[src/rtl/expr_chk_pkg.sv]
// Shared definitions for the expression result checker.
//   state_t   : run-control FSM states of expr_result_misr
//   MISR_POLY : CRC-32 feedback polynomial used by the signature register
//   MISR_SEED : signature value at reset and at the start of every run
//   fold90    : compacts a 90-bit result vector into one 32-bit MISR input word
package expr_chk_pkg;

   typedef enum logic [1:0] {
      ST_IDLE  = 2'd0,
      ST_RUN   = 2'd1,
      ST_CHECK = 2'd2,
      ST_DONE  = 2'd3
   } state_t;

   localparam logic [31:0] MISR_POLY = 32'h04C1_1DB7;
   localparam logic [31:0] MISR_SEED = 32'hFFFF_FFFF;

   // Zero-extend to three full words, then XOR the words together.
   function automatic logic [31:0] fold90(input logic [89:0] d);
      logic [95:0] x;
      x = {6'd0, d};
      return x[31:0] ^ x[63:32] ^ x[95:64];
   endfunction

endpackage

[src/rtl/expr_result_misr_misr32.sv]
// 32-bit multiple-input signature register.
//   clk, rst : clock and asynchronous active-high reset (loads the seed)
//   clear    : synchronous reload of the seed (start of a run)
//   enable   : fold one input word into the signature this edge
//   fold     : compacted input word
//   sig      : current signature
module misr32
   import expr_chk_pkg::*;
(
   input  logic        clk,
   input  logic        rst,
   input  logic        clear,
   input  logic        enable,
   input  logic [31:0] fold,
   output logic [31:0] sig
);

   logic [31:0] sig_step;

   // Left-shifting Galois step: the bit shifted out selects the feedback.
   assign sig_step = {sig[30:0], 1'b0} ^ (sig[31] ? MISR_POLY : 32'd0) ^ fold;

   always_ff @(posedge clk or posedge rst) begin
      if (rst) begin
         sig <= MISR_SEED;
      end else if (clear) begin
         sig <= MISR_SEED;
      end else if (enable) begin
         sig <= sig_step;
      end
   end

endmodule

[src/rtl/expr_result_misr.sv]
// Response compactor for the expression regression suite. Accepts one result
// vector per valid/ready handshake, folds it into a 32-bit MISR over a
// programmed number of vectors and compares the final signature with a golden
// value, yielding one pass/fail verdict per run.
//   start, num_vec, golden : launch a run (sampled only in IDLE or DONE)
//   in_valid/in_ready/in_data : result vector stream
//   busy  : run or check in progress
//   done  : verdict available, held until the next start
//   pass  : signature matched golden (meaningful while done)
//   signature, vec_count : live MISR value and accepted-vector count
module expr_result_misr
   import expr_chk_pkg::*;
#(
   parameter int WIDTH = 90,
   parameter int SIG_W = 32,
   parameter int CNT_W = 16
) (
   input  logic             clk,
   input  logic             rst,
   input  logic             start,
   input  logic [CNT_W-1:0] num_vec,
   input  logic [SIG_W-1:0] golden,
   input  logic             in_valid,
   output logic             in_ready,
   input  logic [WIDTH-1:0] in_data,
   output logic             busy,
   output logic             done,
   output logic             pass,
   output logic [SIG_W-1:0] signature,
   output logic [CNT_W-1:0] vec_count
);

   state_t           state;
   state_t           state_nxt;
   logic [CNT_W-1:0] num_q;
   logic [SIG_W-1:0] golden_q;
   logic             start_ok;
   logic             accept;
   logic [CNT_W-1:0] cnt_inc;
   logic             last;

   assign start_ok = start & ((state == ST_IDLE) | (state == ST_DONE));
   assign accept   = in_valid & in_ready;
   // Saturating increment; never actually reached in a legal run because the
   // count stops at num_vec, but it keeps the counter from wrapping.
   assign cnt_inc  = (vec_count == {CNT_W{1'b1}}) ? vec_count : vec_count + CNT_W'(1);
   assign last     = accept & (cnt_inc == num_q);

   assign busy = (state == ST_RUN) | (state == ST_CHECK);
   assign done = (state == ST_DONE);

   always_comb begin
      state_nxt = state;
      case (state)
         ST_IDLE, ST_DONE: begin
            if (start) begin
               state_nxt = (num_vec == '0) ? ST_CHECK : ST_RUN;
            end
         end
         ST_RUN: begin
            if (last) begin
               state_nxt = ST_CHECK;
            end
         end
         ST_CHECK: state_nxt = ST_DONE;
         default:  state_nxt = ST_IDLE;
      endcase
   end

   // Control state; in_ready is registered from the next state so it never
   // depends combinationally on in_valid.
   always_ff @(posedge clk or posedge rst) begin
      if (rst) begin
         state     <= ST_IDLE;
         in_ready  <= 1'b0;
         vec_count <= '0;
         pass      <= 1'b0;
      end else begin
         state    <= state_nxt;
         in_ready <= (state_nxt == ST_RUN);
         if (start_ok) begin
            vec_count <= '0;
         end else if (accept) begin
            vec_count <= cnt_inc;
         end
         if (start_ok) begin
            pass <= 1'b0;
         end else if (state == ST_CHECK) begin
            pass <= (signature == golden_q);
         end
      end
   end

   // Run parameters are plain data; they are only consulted after a start.
   always_ff @(posedge clk) begin
      if (start_ok) begin
         num_q    <= num_vec;
         golden_q <= golden;
      end
   end

   misr32 u_misr (
      .clk    (clk),
      .rst    (rst),
      .clear  (start_ok),
      .enable (accept),
      .fold   (fold90(in_data)),
      .sig    (signature)
   );

endmodule

[config.mk]
export PLATFORM = sky130hd
export DESIGN_NAME = expr_result_misr
export DESIGN_NICKNAME = d
export VERILOG_FILES = /design/src/rtl/expr_chk_pkg.sv /design/src/rtl/expr_result_misr_misr32.sv /design/src/rtl/expr_result_misr.sv
export SDC_FILE = /design/constraint.sdc
export NUM_CORES = 1
export LEC_CHECK = 0
export ABC_CLOCK_PERIOD_IN_PS = 8100
export BUFFER_PORTS_ARGS = -buffer_cell sky130_fd_sc_hd__buf_2
export CAP_MARGIN = 20
export CELL_PAD_IN_SITES_DETAIL_PLACEMENT = 1
export CELL_PAD_IN_SITES_GLOBAL_PLACEMENT = 1
export CORE_MARGIN = 2
export CORE_UTILIZATION = 42
export DETAILED_ROUTE_END_ITERATION = 8
export GPL_ROUTABILITY_DRIVEN = 0
export GPL_TIMING_DRIVEN = 0
export MAX_ROUTING_LAYER = met4
export PLACE_DENSITY = 0.88
export SLEW_MARGIN = 5
export SYNTH_ARGS = -nofsm -noshare
export SYNTH_HDL_FRONTEND = slang
export SYNTH_SLANG_ARGS = --single-unit
[constraint.sdc]
create_clock -name clk -period 8.1 [get_ports clk]
set_input_delay 0.405 -clock clk [delete_from_list [all_inputs] [get_ports clk]]
set_output_delay 0.405 -clock clk [all_outputs]
set_load 0.01 [all_outputs]
==> Word level (Yosys, flattened, before mapping) <==
Index checks and enable logic that the tools add are counted.
Widths: inputs -> output; s select.
{ "op_classes": {"add_sub_neg": 1, "mul": 0, "div": 0, "n_lt_le_gt_ge": 0, "n_eq_ne": 7, "shift": 0, "muxes": 12, "bitwise": 9, "reduce_logical": 5} }
{ "ops": {"columns": ["operator", "n"], "rows": [
  ["$xor 32x32->32", 3],
  ["$mux 32", 2],
  ["$mux 16", 3],
  ["$eq 32x32->1", 1],
  ["$xor 32x26->32", 1],
  ["$mux 27", 1],
  ["$add 16x1->16 const B", 1],
  ["$eq 16x16->1", 1],
  ["$eq 16x16->1 const B", 1],
  ["$logic_not 16->1", 1],
  ["$mux 2", 3],
  ["$pmux 2 s3", 1],
  ["$eq 2x1->1 const B", 2],
  ["$eq 2x2->1 const B", 2],
  ["$reduce_bool 2->1", 2],
  ["$and 1x1->1", 3],
  ["$logic_not 2->1", 1],
  ["$mux 1", 2],
  ["$or 1x1->1", 2],
  ["$reduce_or 2->1", 1]
]} }
{ "totals": {"regBits": 100, "latch_bits": 0, "ramBits": 0, "mem_bits_ro": 0, "input_bits": 142, "out_inout_bits": 52, "elab_cells": 41, "n_memories": 0} }

==> Longest topological paths before layout <==
Gate-level depths: netlist of run 1.
{ "depth": {"depth_word": 7, "mapped_depth": 10, "depth_no_buf": 8} }

==> Cells and area by module <==
A second synthesis of run 1 with hierarchy kept.
{ "hier_totals": {"hier_cells": 526, "hier_area_um2": 6160.9} }
{ "modules_own_cells": {"columns": ["module", "n_inst", "cells_each", "area_each_um2", "seq_area_each_um2"], "rows": [
  ["expr_result_misr", 1, 385, 4229.1, 1941.9],
  ["misr32", 1, 141, 1931.9, 840.8]
]} }

==> Worst setup path after synthesis of run 1 <==
Ideal clock, no wire load.
{ "synth_timing": {"path_type": "register -> register", "from": "register state[0]", "to": "register golden_q[0] (enable)", "setup_ns": 0.431, "arrival_time_ns": 2.612, "required_ns": 7.669, "setup_slack_ns": 5.057, "path_stages_with_launch": 6, "n_path_buf": 1, "period_less_slack_ns": 3.043, "cell_sequence": "dfrtp_1 inv_1 ha_1 nand2_1 inv_1 clkbuf_1"} }
{ "synth_via": {"elab_chain_len": 3, "word_cells_on_any_way": 4, "cone_classes": "1 x eq/ne; 2 x bitwise; 1 x reduce/logical"} }
{ "synth_lines": {"columns": ["element", "line_no", "source"], "rows": [
  ["start, declared", "expr_result_misr.sv:33", "state_t state;"],
  ["start signal, assigned", "expr_result_misr.sv:79", "state <= state_nxt;"],
  ["$eq 2x2->1 / $logic_not 2->1 (equally long branches)", "expr_result_misr.sv:42", "assign start_ok = start & ((state == ST_IDLE) | (state == ST_DONE));"],
  ["$or 1x1->1 *", "expr_result_misr.sv:42", null],
  ["$and 1x1->1 *", "expr_result_misr.sv:42", null],
  ["named net start_ok", "expr_result_misr.sv:37", "logic start_ok;"],
  ["end signal, assigned", "expr_result_misr.sv:98", "golden_q <= golden;"],
  ["end, declared", "expr_result_misr.sv:36", "logic [SIG_W-1:0] golden_q;"]
]} }
Mark *: on every way through the listed nets, which the timed path passes. The rest lies on a longest branch.
A chain may end at the register's enable or synchronous reset.

==> Worst setup path in the final report of run 1 <==
{ "layout_timing": {"from": "register vec_count[0]", "to": "register state[1]"} }
{ "layout_via": {"elab_chain_len": 6, "word_cells_on_any_way": 7, "cone_classes": "1 x add/sub; 2 x eq/ne; 3 x mux; 1 x bitwise"} }
{ "layout_lines": {"columns": ["element", "line_no", "source"], "rows": [
  ["start, declared", "expr_result_misr.sv:30", "output logic [CNT_W-1:0] vec_count"],
  ["start signal, assigned", "expr_result_misr.sv:84", "vec_count <= cnt_inc;"],
  ["$add 16x1->16 / $eq 16x16->1 (equally long branches)", "expr_result_misr.sv:46", "assign cnt_inc = (vec_count == {CNT_W{1'b1}}) ? vec_count : vec_count + CNT_W'(1);"],
  ["$mux 16 *", "expr_result_misr.sv:46", null],
  ["$eq 16x16->1 *", "expr_result_misr.sv:47", "assign last = accept & (cnt_inc == num_q);"],
  ["$and 1x1->1 *", "expr_result_misr.sv:47", null],
  ["$mux 2 *", "expr_result_misr.sv:61", "if (last) begin"],
  ["$pmux 2 s3 *", "expr_result_misr.sv:54", "case (state)"],
  ["named net state_nxt[1]", "expr_result_misr.sv:34", "state_t state_nxt;"]
]} }
Marked as above.

==> flow_results.org, run 1 <==
** Routing
- DR pass1 iterations :: 4
- Met2 wire len :: 9690 µm
- After detailed routing, the average wire length per cell comes to 20.4 µm.
- Remaining antenna violation count :: 0
- After the first detailed-routing iteration, the DRC count stood at 254.
- Post-detailed-route via-to-cell ratio :: 5.33
- Across all layers, the routed design uses 4793 vias.
- DR top layer :: met4
- # DRC :: 0
- Total met3 wirelength after detailed routing :: 1010 µm
- M1 wire length :: 7230 µm
- For this block, the routed nets add up to 18300 µm of wire.

** Power and ir drop
- Internal Dissipation :: 1.46 mW
- VDD sags by at most 0.000143 V.
- For this design the total switching power over the nets is 913 µW.
- Per report_power, the sequential group accounts for 39.3% of the total.
- The design draws 2.37 mW.
- Clock network power share :: 19.7%
- In this run the power density over the cells is 329 nW/µm².
- Of the total power, the share spent switching nets is 38.5%.
- Combinational logic burns 41.0% of the power.
- Leakage power figure :: 3.00 nW

** Timing
- On the final layout, the worst clock skew is 0.0101 ns.
- Slew headroom :: 45.1%
- The worst path needs 3.01 ns of the cycle, external delays included.
- Setup violations remaining at the end of the flow were counted as 0.
- The worst path uses 37.1% of the clock period.
- PnR worst setup slack :: 5.09 ns
- Derived from the worst setup path, the maximum achievable clock frequency is 333 MHz.
- Measured slew at the worst slew-check pin :: 0.823 ns
- Number of hold violations in the final report :: 0
- In the final timing run, aggregate negative setup slack is 0 ns.
- The number of slew-limit violations in the final report is 0.
- Setup repair after global routing left no endpoint under its margin.

** Floorplanning
- The floorplan step defined a core boundary enclosing 13200 µm².
- Floorplan die area :: 14500 µm²
- Die H :: 120 µm
- Once the floorplan was initialized, standard cells occupied 42.9% of the core.
- The floorplan step set the die width to 120 µm.
- 194 I/O pins were placed.
- Cell row count :: 42

** Clock network
- TritonCTS clock tree :: done
- At the later pin of the worst-skew pair, clock insertion delay measures 0.35 ns.
- Post-cts sizing count :: 0
- The clock net in this run drives a total of 100 sinks.
- The tree is rooted in a sky130_fd_sc_hd__clkbuf_16.
- Number of buffers added by the clock tree synthesis step :: 9
- Post-CTS setup buffer count :: 0
- Htree depth :: 3
- After clock tree synthesis, the clock-pin slew on the worst setup and hold paths is 0.07 ns.
- Hold repair after CTS inserted 0 buffers.
- The longest clock path from root to sink contains 2 buffers.

** Global routing
- Tot GR Track Use :: 26.6%
- The total overflow left after global routing is 0.
- The initial antenna violation count is 2.
- The first global-routing pass estimated 28600 µm of wire.
- Via count of the first global-routing pass :: 5240
- Entering global routing, the biggest net connects 58 pins.

** Setup path
- Kind of end point of the critical path :: flop
- Data required time at the worst endpoint :: 8.38 ns
- Register-to-register path setup slack :: 5.09 ns
- Of all nets on the critical path, the largest fanout is 8.
- Crit path launch type :: flop
- Arrival @ worst endpoint :: 3.29 ns
- The setup path with the least slack is of type reg -> reg.

** Run status
- Status :: finished, final reports clean

** Final layout
- The layout has 1537 filler cells.
- Post-Layout Cell Count :: 899
- In the final design database the tool counted 862 nets.
- The library cell used most frequently in the layout, excluding fill and tap cells, is sky130_fd_sc_hd__buf_2.
- The area growth from synthesis to layout is 27.0%.
- Of the cells placed in the final design, the portion with a size suffix greater than 1 is 36.1%.
- Most frequent cells in the layout :: sky130_fd_sc_hd__buf_2 (198), sky130_fd_sc_hd__xnor2_1 (140), sky130_fd_sc_hd__edfxtp_1 (48)

** Place
- OpenSTA, run right after detailed placement, puts the worst setup slack at 5.20 ns.
- Detailed-placement wirelength estimate :: 14200 µm
- Counting tap cells, the placed design contains a total of 881 instances.
- Number of buffer cells added on primary ports :: 193

** Synthesis
- Post-synth EDFFs :: 48
- During synthesis, Yosys emitted a total of 0 warnings.
- The mapped netlist covers 5680 µm².
- Cells after Synth :: 511
- The synthesized design contains 100 register bits.
- After synthesis, the share of flip-flops with an asynchronous set or reset is 52.0%.
- Part of the Yosys area used for sequential elements :: 49.0%
- Commonest register cell after synthesis :: sky130_fd_sc_hd__edfxtp_1
- The number of nets handed over by synthesis was 657.
- Counting distinct cell types in the post-synthesis netlist gives 45.
- Each instance of the synthesized netlist takes up on average 11.1 µm².

** Flow run
- Number of maximum-capacitance constraint violations :: 0

** Min path
- The worst hold path belongs to the class in -> async.
power by group through the flow:
stage | logic, mW | registers (mW) | clock network [mW]
after global placement | 0.903 | 0.929 | 0
final | 0.973 | 0.932 | 0.468
after floorplan | 0.617 | 0.926 | 0
after detailed placement | 0.973 | 0.938 | 0
after CTS | 0.982 | 0.932 | 0.470
after global routing | 1.06 | 0.952 | 0.494
cells in the mapped netlist, drive strengths merged (2+ instances only):
master	n	share of area [%]
inv	10	0.66
a21oi	10	0.88
nand4	17	2.4
nand2	47	3.1
and3	5	0.55
nand3	12	1.1
a31oi	3	0.33
nand2b	2	0.22
o211ai	33	4.4
dfstp	32	15
a311oi	2	0.31
xor2	25	3.9
nor3	4	0.35
and2	3	0.33
a2111oi	2	0.42
buf	11	1.3
mux2i	5	0.88
o21ai	7	0.62
and4	4	0.70
xnor2	140	22
dfrtp	20	8.8
nor4b	2	0.31
ha	4	0.88
nor4	9	1.5
clkbuf	11	0.73
edfxtp	48	25
or3	4	0.44
nor2	31	2.0
worst max-delay path, stage by stage (launching register included):
cell and delay, ns:
sky130_fd_sc_hd__dfrtp_1 0.58, sky130_fd_sc_hd__ha_1 0.37, sky130_fd_sc_hd__nand4_1 0.24, sky130_fd_sc_hd__nor4_2 0.43, sky130_fd_sc_hd__mux2i_1 0.35, sky130_fd_sc_hd__xnor2_1 0.13
sky130_fd_sc_hd__a2111oi_2 0.35, sky130_fd_sc_hd__and3_1 0.30, sky130_fd_sc_hd__a41o_1 0.20
final timing paths:
| path | from | to | cells past startpoint |
|---|---|---|---|
| hold reg to reg | u_misr.sig[20] | u_misr.sig[20] | 2 |
| min in group clk | golden[17] | golden_q[17] | 1 |
| max in group asynchronous | rst | u_misr.sig[25] | 3 |
| setup / recovery | vec_count[0] | state[1] | 8 |
| setup reg to reg | vec_count[0] | state[1] | 8 |
| hold / removal | rst | vec_count[12] | 2 |
cell families (layout without fill, tap and decap cells):
kind of cell	count (synthesis)	count (layout)	share of synthesized area, %
AO/OA/AOI/OAI	64	64	8.04
XOR/XNOR	165	165	25.4
adder cells (fa/ha/maj)	4	4	0.881
buffers and inverters	32	242	2.69
flip-flops	100	100	49.0
multiplexers	5	5	0.881
other	0	2	0
AND/OR/NAND/NOR	141	141	13.1
layout make-up:
type | instances | area (µm²) | area share [%]
antenna | 2 | 5.00 | 0.0694
clock buffer | 11 | 233 | 3.23
multi-input combinational | 379 | 2750 | 38.1
tap | 176 | 220 | 3.05
timing repair buffer | 194 | 986 | 13.7
sequential | 100 | 2780 | 38.6
buffer | 22 | 119 | 1.65
inverter | 10 | 37.5 | 0.520
clock inverter | 5 | 85.1 | 1.18
routing by layer:
layer,track usage [%],vias to the layer above
met5,-,-
met4,8.50,0
met3,4.01,28
met2,46.4,183
met1,31.8,2380
li1,-,2202
through the flow:
| stage | utilization, % | hold slack (ns) | area, µm² |
|---|---|---|---|
| after global routing | 54.5 | 0.132 | 7220 |
| after CTS | 54.5 | 0.112 | 7210 |
| after global placement | 51.9 | 0.517 | 6870 |
| after detailed placement | 52.1 | 0.478 | 6890 |
| after floorplan | - | 0.504 | 5680 |
| final | 54.5 | 0.102 | 7220 |
flip-flops by register name, indices dropped and copies added (netlist names):
signal	cells
in_ready	1
num_q	16
u_misr.sig	32
vec_count	16
state	2
pass	1
golden_q	32
No activity file was read; power rests on OpenSTA's default activity.
==> run 2, diff against run 1 <==
ABC_AREA = 1   (was unset)
ABC_CLOCK_PERIOD_IN_PS = 2910   (was 8100)
CORE_UTILIZATION = 38   (was 42)
PLACE_DENSITY = 0.83   (was 0.88)
clock period = 2.91 ns   (was 8.1 ns; I/O delays follow)
==> flow_results.org, run 2 <==
** Synthesis
- Post-synth design cell area :: 5850 µm² (was 5680 µm²)
- Share of flip-flops with an asynchronous set or reset after synthesis :: 52.0% (unchanged)
- Ranking of synthesized cells by area :: sky130_fd_sc_hd__edfxtp_1 (25%), sky130_fd_sc_hd__dfstp_2 (14%), sky130_fd_sc_hd__xnor2_1 (12%), sky130_fd_sc_hd__dfrtp_1 (8.6%), sky130_fd_sc_hd__nand2_1 (7.9%) (was sky130_fd_sc_hd__edfxtp_1 (25%), sky130_fd_sc_hd__xnor2_1 (22%), sky130_fd_sc_hd__dfstp_2 (15%), sky130_fd_sc_hd__dfrtp_1 (8.8%), sky130_fd_sc_hd__o211ai_1 (4.2%))
- The biggest area consumer among synthesized cells is sky130_fd_sc_hd__edfxtp_1 (unchanged).
- Post-synth top area share :: 24.6% (was 25.4%)
- The net count of the mapped netlist came to 789 (was 657).
- Leading post-synthesis cells by instance count :: sky130_fd_sc_hd__nand2_1 (123), sky130_fd_sc_hd__inv_1 (94), sky130_fd_sc_hd__xnor2_1 (82) (was sky130_fd_sc_hd__xnor2_1 (140), sky130_fd_sc_hd__edfxtp_1 (48), sky130_fd_sc_hd__nand2_1 (47))
- The count of distinct cell types in the synthesized netlist is 37 (was 45).
- The dominant register cell in the synthesized netlist was sky130_fd_sc_hd__edfxtp_1 (unchanged).
- The flip-flop and latch count after synthesis was 100 (unchanged).
- Syn. warnings :: 0 (unchanged)
- Post-synth EDFFs :: 48 (unchanged)
- The share of synthesized area occupied by flip-flops and latches came to 47.5% (was 49.0%).
- The most instantiated library cell after synthesis is sky130_fd_sc_hd__nand2_1 (was sky130_fd_sc_hd__xnor2_1).
- Average instance area after synthesis :: 9.10 µm² (was 11.1 µm²)
- Cells after Synth :: 643 (was 511)

** Power and ir drop
- The net switching power came to 2.70 mW (was 913 µW).
- The fraction of power consumed by the clock network came to 19.3% (was 19.7%).
- The fraction of power consumed by sequential logic came to 38.5% (was 39.3%).
- Leakage power figure :: 3.55 nW (was 3.00 nW)
- Switching power share of the total :: 41.4% (was 38.5%)
- Internal Dissipation :: 3.82 mW (was 1.46 mW)
- The power per standard cell area was 831 nW/µm² (was 329 nW/µm²).
- Gate power share :: 42.2% (was 41.0%)
- The worst voltage drop across the vdd grid was 0.000380 V (was 0.000143 V).

** Floorplanning
- The floorplan die area is 16400 µm² (was 14500 µm²).
- The core area was 15100 µm² (was 13200 µm²).
- Starting density of the core :: 38.6% (was 42.9%)
- The number of placement rows was 45 (was 42).
- Number of top-level pins :: 194 (unchanged)
- The horizontal extent of the die came to 128 µm (was 120 µm).
- Die H :: 128 µm (was 120 µm)

** Clock network
- The hold-fix buffer count after cts is 45 (was 0).
- Htree depth :: 3 (unchanged)
- The clock-pin transition on the worst setup and hold timing paths was 0.07 ns (about the same).
- Clock buffer depth :: 2 (unchanged)
- Library cell used as clock root buffer :: sky130_fd_sc_hd__clkbuf_16 (unchanged)
- Post-CTS setup buffer count :: 0 (unchanged)
- The clock latency reported for the late side of the worst-skew pair was 0.36 ns (was 0.35 ns).
- The TritonCTS buffer count came to 9 (unchanged).
- Post-cts sizing count :: 0 (unchanged)
- The CTS tree was done (unchanged).
- The number of clock sinks is 100 (unchanged).

** Routing
- The total wirelength of the detailed-routed design came to 21200 µm (was 18300 µm).
- Routed via count :: 5523 (was 4793)
- Iteration-0 DRC Markers :: 236 (was 254)
- The post-detailed-route DRC marker count was 0 (unchanged).
- The length of the first detailed-routing pass in iterations is 4 (unchanged).
- The wire length per cell came to 19.5 µm (was 20.4 µm).
- Post-detailed-route via-to-cell ratio :: 5.08 (was 5.33)
- The antenna violation net count after detailed routing was 0 (unchanged).

** Min path
- Along the worst hold path, the cell count comes to 1.
- The class of the tightest hold or removal check was in -> reg (was in -> async).
- The startpoint identified for the worst hold timing path is num_vec[6].
- For hold timing, the worst endpoint is num_q[6].

** Final layout
- Net total in the final layout :: 1040 (was 862)
- Regs by FF count :: golden_q (32), u_misr.sig (32) (unchanged)
- Synthesis-to-layout area growth :: 34.0% (was 27.0%)
- The most frequent standard cell in the layout excluding fill and tap cells is sky130_fd_sc_hd__buf_2 (unchanged).
- Post-Layout Cell Count :: 1087 (was 899)
- The share of final-layout standard cells stronger than drive strength 1 is 30.4% (was 36.1%).
- Most frequent cells in the layout :: sky130_fd_sc_hd__buf_2 (194), sky130_fd_sc_hd__nand2_1 (123), sky130_fd_sc_hd__inv_1 (92) (was sky130_fd_sc_hd__buf_2 (198), sky130_fd_sc_hd__xnor2_1 (140), sky130_fd_sc_hd__edfxtp_1 (48))
- The count of inserted antenna diode cells was 0 (was 2).

** Setup path
- The arrival time at the worst endpoint came to 2.81 ns (was 3.29 ns).
- List of cells traversed by the critical path :: ha_1 > inv_1 > nor2_4 > nand2_4 > inv_4 > nand2_4 > nand2_1 > inv_1 > nand2_1 > nand4_1 > nor2_1 > nand3_1 > o21bai_1 > nand2_1 > nand2_1 > nand2_1 > nand2_1 > inv_1 (was ha_1 > nand4_1 > nor4_2 > mux2i_1 > xnor2_1 > a2111oi_2 > and3_1 > a41o_1)
- Crit path launch type :: flop (unchanged)
- Kind of end point of the critical path :: flop (unchanged)
- The worst-path maximum fanout came to 10 (was 8).
- The cell that appears most often on the critical path is sky130_fd_sc_hd__nand2_1.
- The critical path's slowest cell is sky130_fd_sc_hd__dfrtp_1 (unchanged).
- Critical path buffers and inverters :: 4 (was 0)
- The category of cells accounting for the largest share of critical-path delay is simple AND/OR/NAND/NOR gates (unchanged).
- Kind of critical path :: reg -> reg (unchanged)
- The critical register-to-register path startpoint is vec_count[0] (unchanged).
- The required time at the worst-slack endpoint was 3.16 ns (was 8.38 ns).
- Worst stage delay on the critical path :: 0.48 ns (was 0.58 ns)
- The capture instance of the worst register-to-register path was in_ready (was state[1]).
- Register-to-Register Path Depth :: 18 (was 8)
- Register-to-register path setup slack :: 0.35 ns (was 5.09 ns)

** Place
- Detailed-placement wirelength estimate :: 14700 µm (was 14200 µm)
- The port buffer count came to 193 (unchanged).
- Post-Place Cells :: 1026 (was 881)

** Timing
- Final critical path time including I/O delays and setup :: 2.56 ns (was 3.01 ns)
- Highest Clock Rate :: 390 MHz (was 333 MHz)
- The number of hold violations in the final report is 0 (unchanged).
- The number of slew-limit violations in the final report came to 0 (unchanged).
- Slew headroom :: 55.6% (was 45.1%)
- RSZ-0062 raised after global routing: no (unchanged).
- Final clock period utilization by the worst path :: 88.1% (was 37.1%)
- The worst hold slack after final layout was 0.0246 ns (was 0.102 ns).
- The count of final setup violators is 0 (unchanged).
- Worst Skew :: 0.00816 ns (was 0.0101 ns)
- Measured slew at the worst slew-check pin :: 0.666 ns (was 0.823 ns)

** Global routing
- Largest net degree at the start of global routing :: 38 (was 58)
- The initial antenna violation count is 0 (was 2).
- Tot GR Track Use :: 27.3% (was 26.6%)
- The first-pass GRT wire length was 32700 µm (was 28600 µm).
- Via count of the first global-routing pass :: 5930 (was 5240)
- The overall overflow remaining after global route is 0 (unchanged).

** Run status
- Status :: finished, final reports clean (unchanged)

** Flow run
- The max-capacitance violation count was 0 (unchanged).
## run 2: cell types whose count changed in the layout (fill, tap and decap cells not counted), moves of 5 or more
cell / delta
sky130_fd_sc_hd__o211ai_1: -31
sky130_fd_sc_hd__mux2i_1: -5
sky130_fd_sc_hd__o21ai_0: +8
sky130_fd_sc_hd__xor2_1: +18
sky130_fd_sc_hd__inv_1: +83
sky130_fd_sc_hd__nand3b_1: +6
sky130_fd_sc_hd__xnor2_1: -58
sky130_fd_sc_hd__a21oi_1: -7
sky130_fd_sc_hd__o22ai_1: +37
sky130_fd_sc_hd__or2_2: +9
sky130_fd_sc_hd__and3_1: -5
sky130_fd_sc_hd__dlygate4sd3_1: +45
sky130_fd_sc_hd__nand3_1: +21
sky130_fd_sc_hd__nand2_1: +76
## run 2: through the flow
step / area [µm²] / power, mW / TNS (ns) / setup WS, ns / utilization (%)
after floorplan: 5850 / 4.11 / 0 / 0.446 / -
after global placement: 7050 / 4.98 / -13.99 / -0.296 / 46.6
after detailed placement: 7090 / 5.14 / 0 / 0.353 / 46.8
after CTS: 7840 / 6.47 / 0 / 0.328 / 51.8
after global routing: 7840 / 6.90 / 0 / 0.0685 / 51.8
final: 7840 / 6.51 / 0 / 0.348 / 51.8
## run 2: final cells by class
| type | instances | area (µm²) |
|---|---|---|
| Buffer | 13 | 57.6 |
| Clock buffer | 9 | 225 |
| Tap cell | 188 | 235 |
| Sequential cell | 100 | 2780 |
| Timing Repair Buffer | 240 | 1460 |
| Inverter | 96 | 363 |
| Multi-Input combinational cell | 434 | 2650 |
| Fill cell | 1824 | 7300 |
| Clock inverter | 7 | 73.8 |
## run 2: power groups by stage
stage / clock network (mW) / registers (mW) / logic [mW]
finish: 1.26 / 2.51 / 2.75
global route: 1.33 / 2.56 / 3.01
CTS: 1.27 / 2.49 / 2.71
detailed placement: 0 / 2.51 / 2.63
global placement: 0 / 2.50 / 2.48
floorplan: 0 / 2.48 / 1.62
## run 2: how the worst max path moves through the flow
stage                   to          from  depth (start not counted)
2_1_floorplan  golden_q[0]      state[0]                          5
3_3_place_gp   golden_q[9]      state[0]                          5
3_5_place_dp      in_ready  vec_count[0]                         17
4_1_cts           in_ready  vec_count[0]                         17
5_1_grt           in_ready  vec_count[0]                         18
6_report          in_ready  vec_count[0]                         18
## run 2: cell families after synthesis
group,synth area share [%]
simple gates,19.2
xor+xnor,18.7
buf+inv,7.18
flops,47.5
compound gates,6.52
fa+ha+maj,0.855
## run 2: metal layers
metal / track usage [%] / part of all wire (%) / up-vias
met4: 9.18 / 2.4 / 0
met5: - / 0 / -
li1: - / - / 2586
met3: 3.80 / 3.9 / 33
met1: 30.4 / 39 / 2715
met2: 50.1 / 55 / 189
## run 2: worst reg2reg max path, stage by stage, from the launching register on
cell and delay (ns):
sky130_fd_sc_hd__dfrtp_1 0.48, sky130_fd_sc_hd__ha_1 0.31, sky130_fd_sc_hd__inv_1 0.11, sky130_fd_sc_hd__nor2_4 0.14, sky130_fd_sc_hd__nand2_4 0.09, sky130_fd_sc_hd__inv_4 0.08
sky130_fd_sc_hd__nand2_4 0.11, sky130_fd_sc_hd__nand2_1 0.14, sky130_fd_sc_hd__inv_1 0.09, sky130_fd_sc_hd__nand2_1 0.09, sky130_fd_sc_hd__nand4_1 0.08, sky130_fd_sc_hd__nor2_1 0.19
sky130_fd_sc_hd__nand3_1 0.12, sky130_fd_sc_hd__o21bai_1 0.15, sky130_fd_sc_hd__nand2_1 0.07, sky130_fd_sc_hd__nand2_1 0.06, sky130_fd_sc_hd__nand2_1 0.06, sky130_fd_sc_hd__nand2_1 0.07
sky130_fd_sc_hd__inv_1 0.04
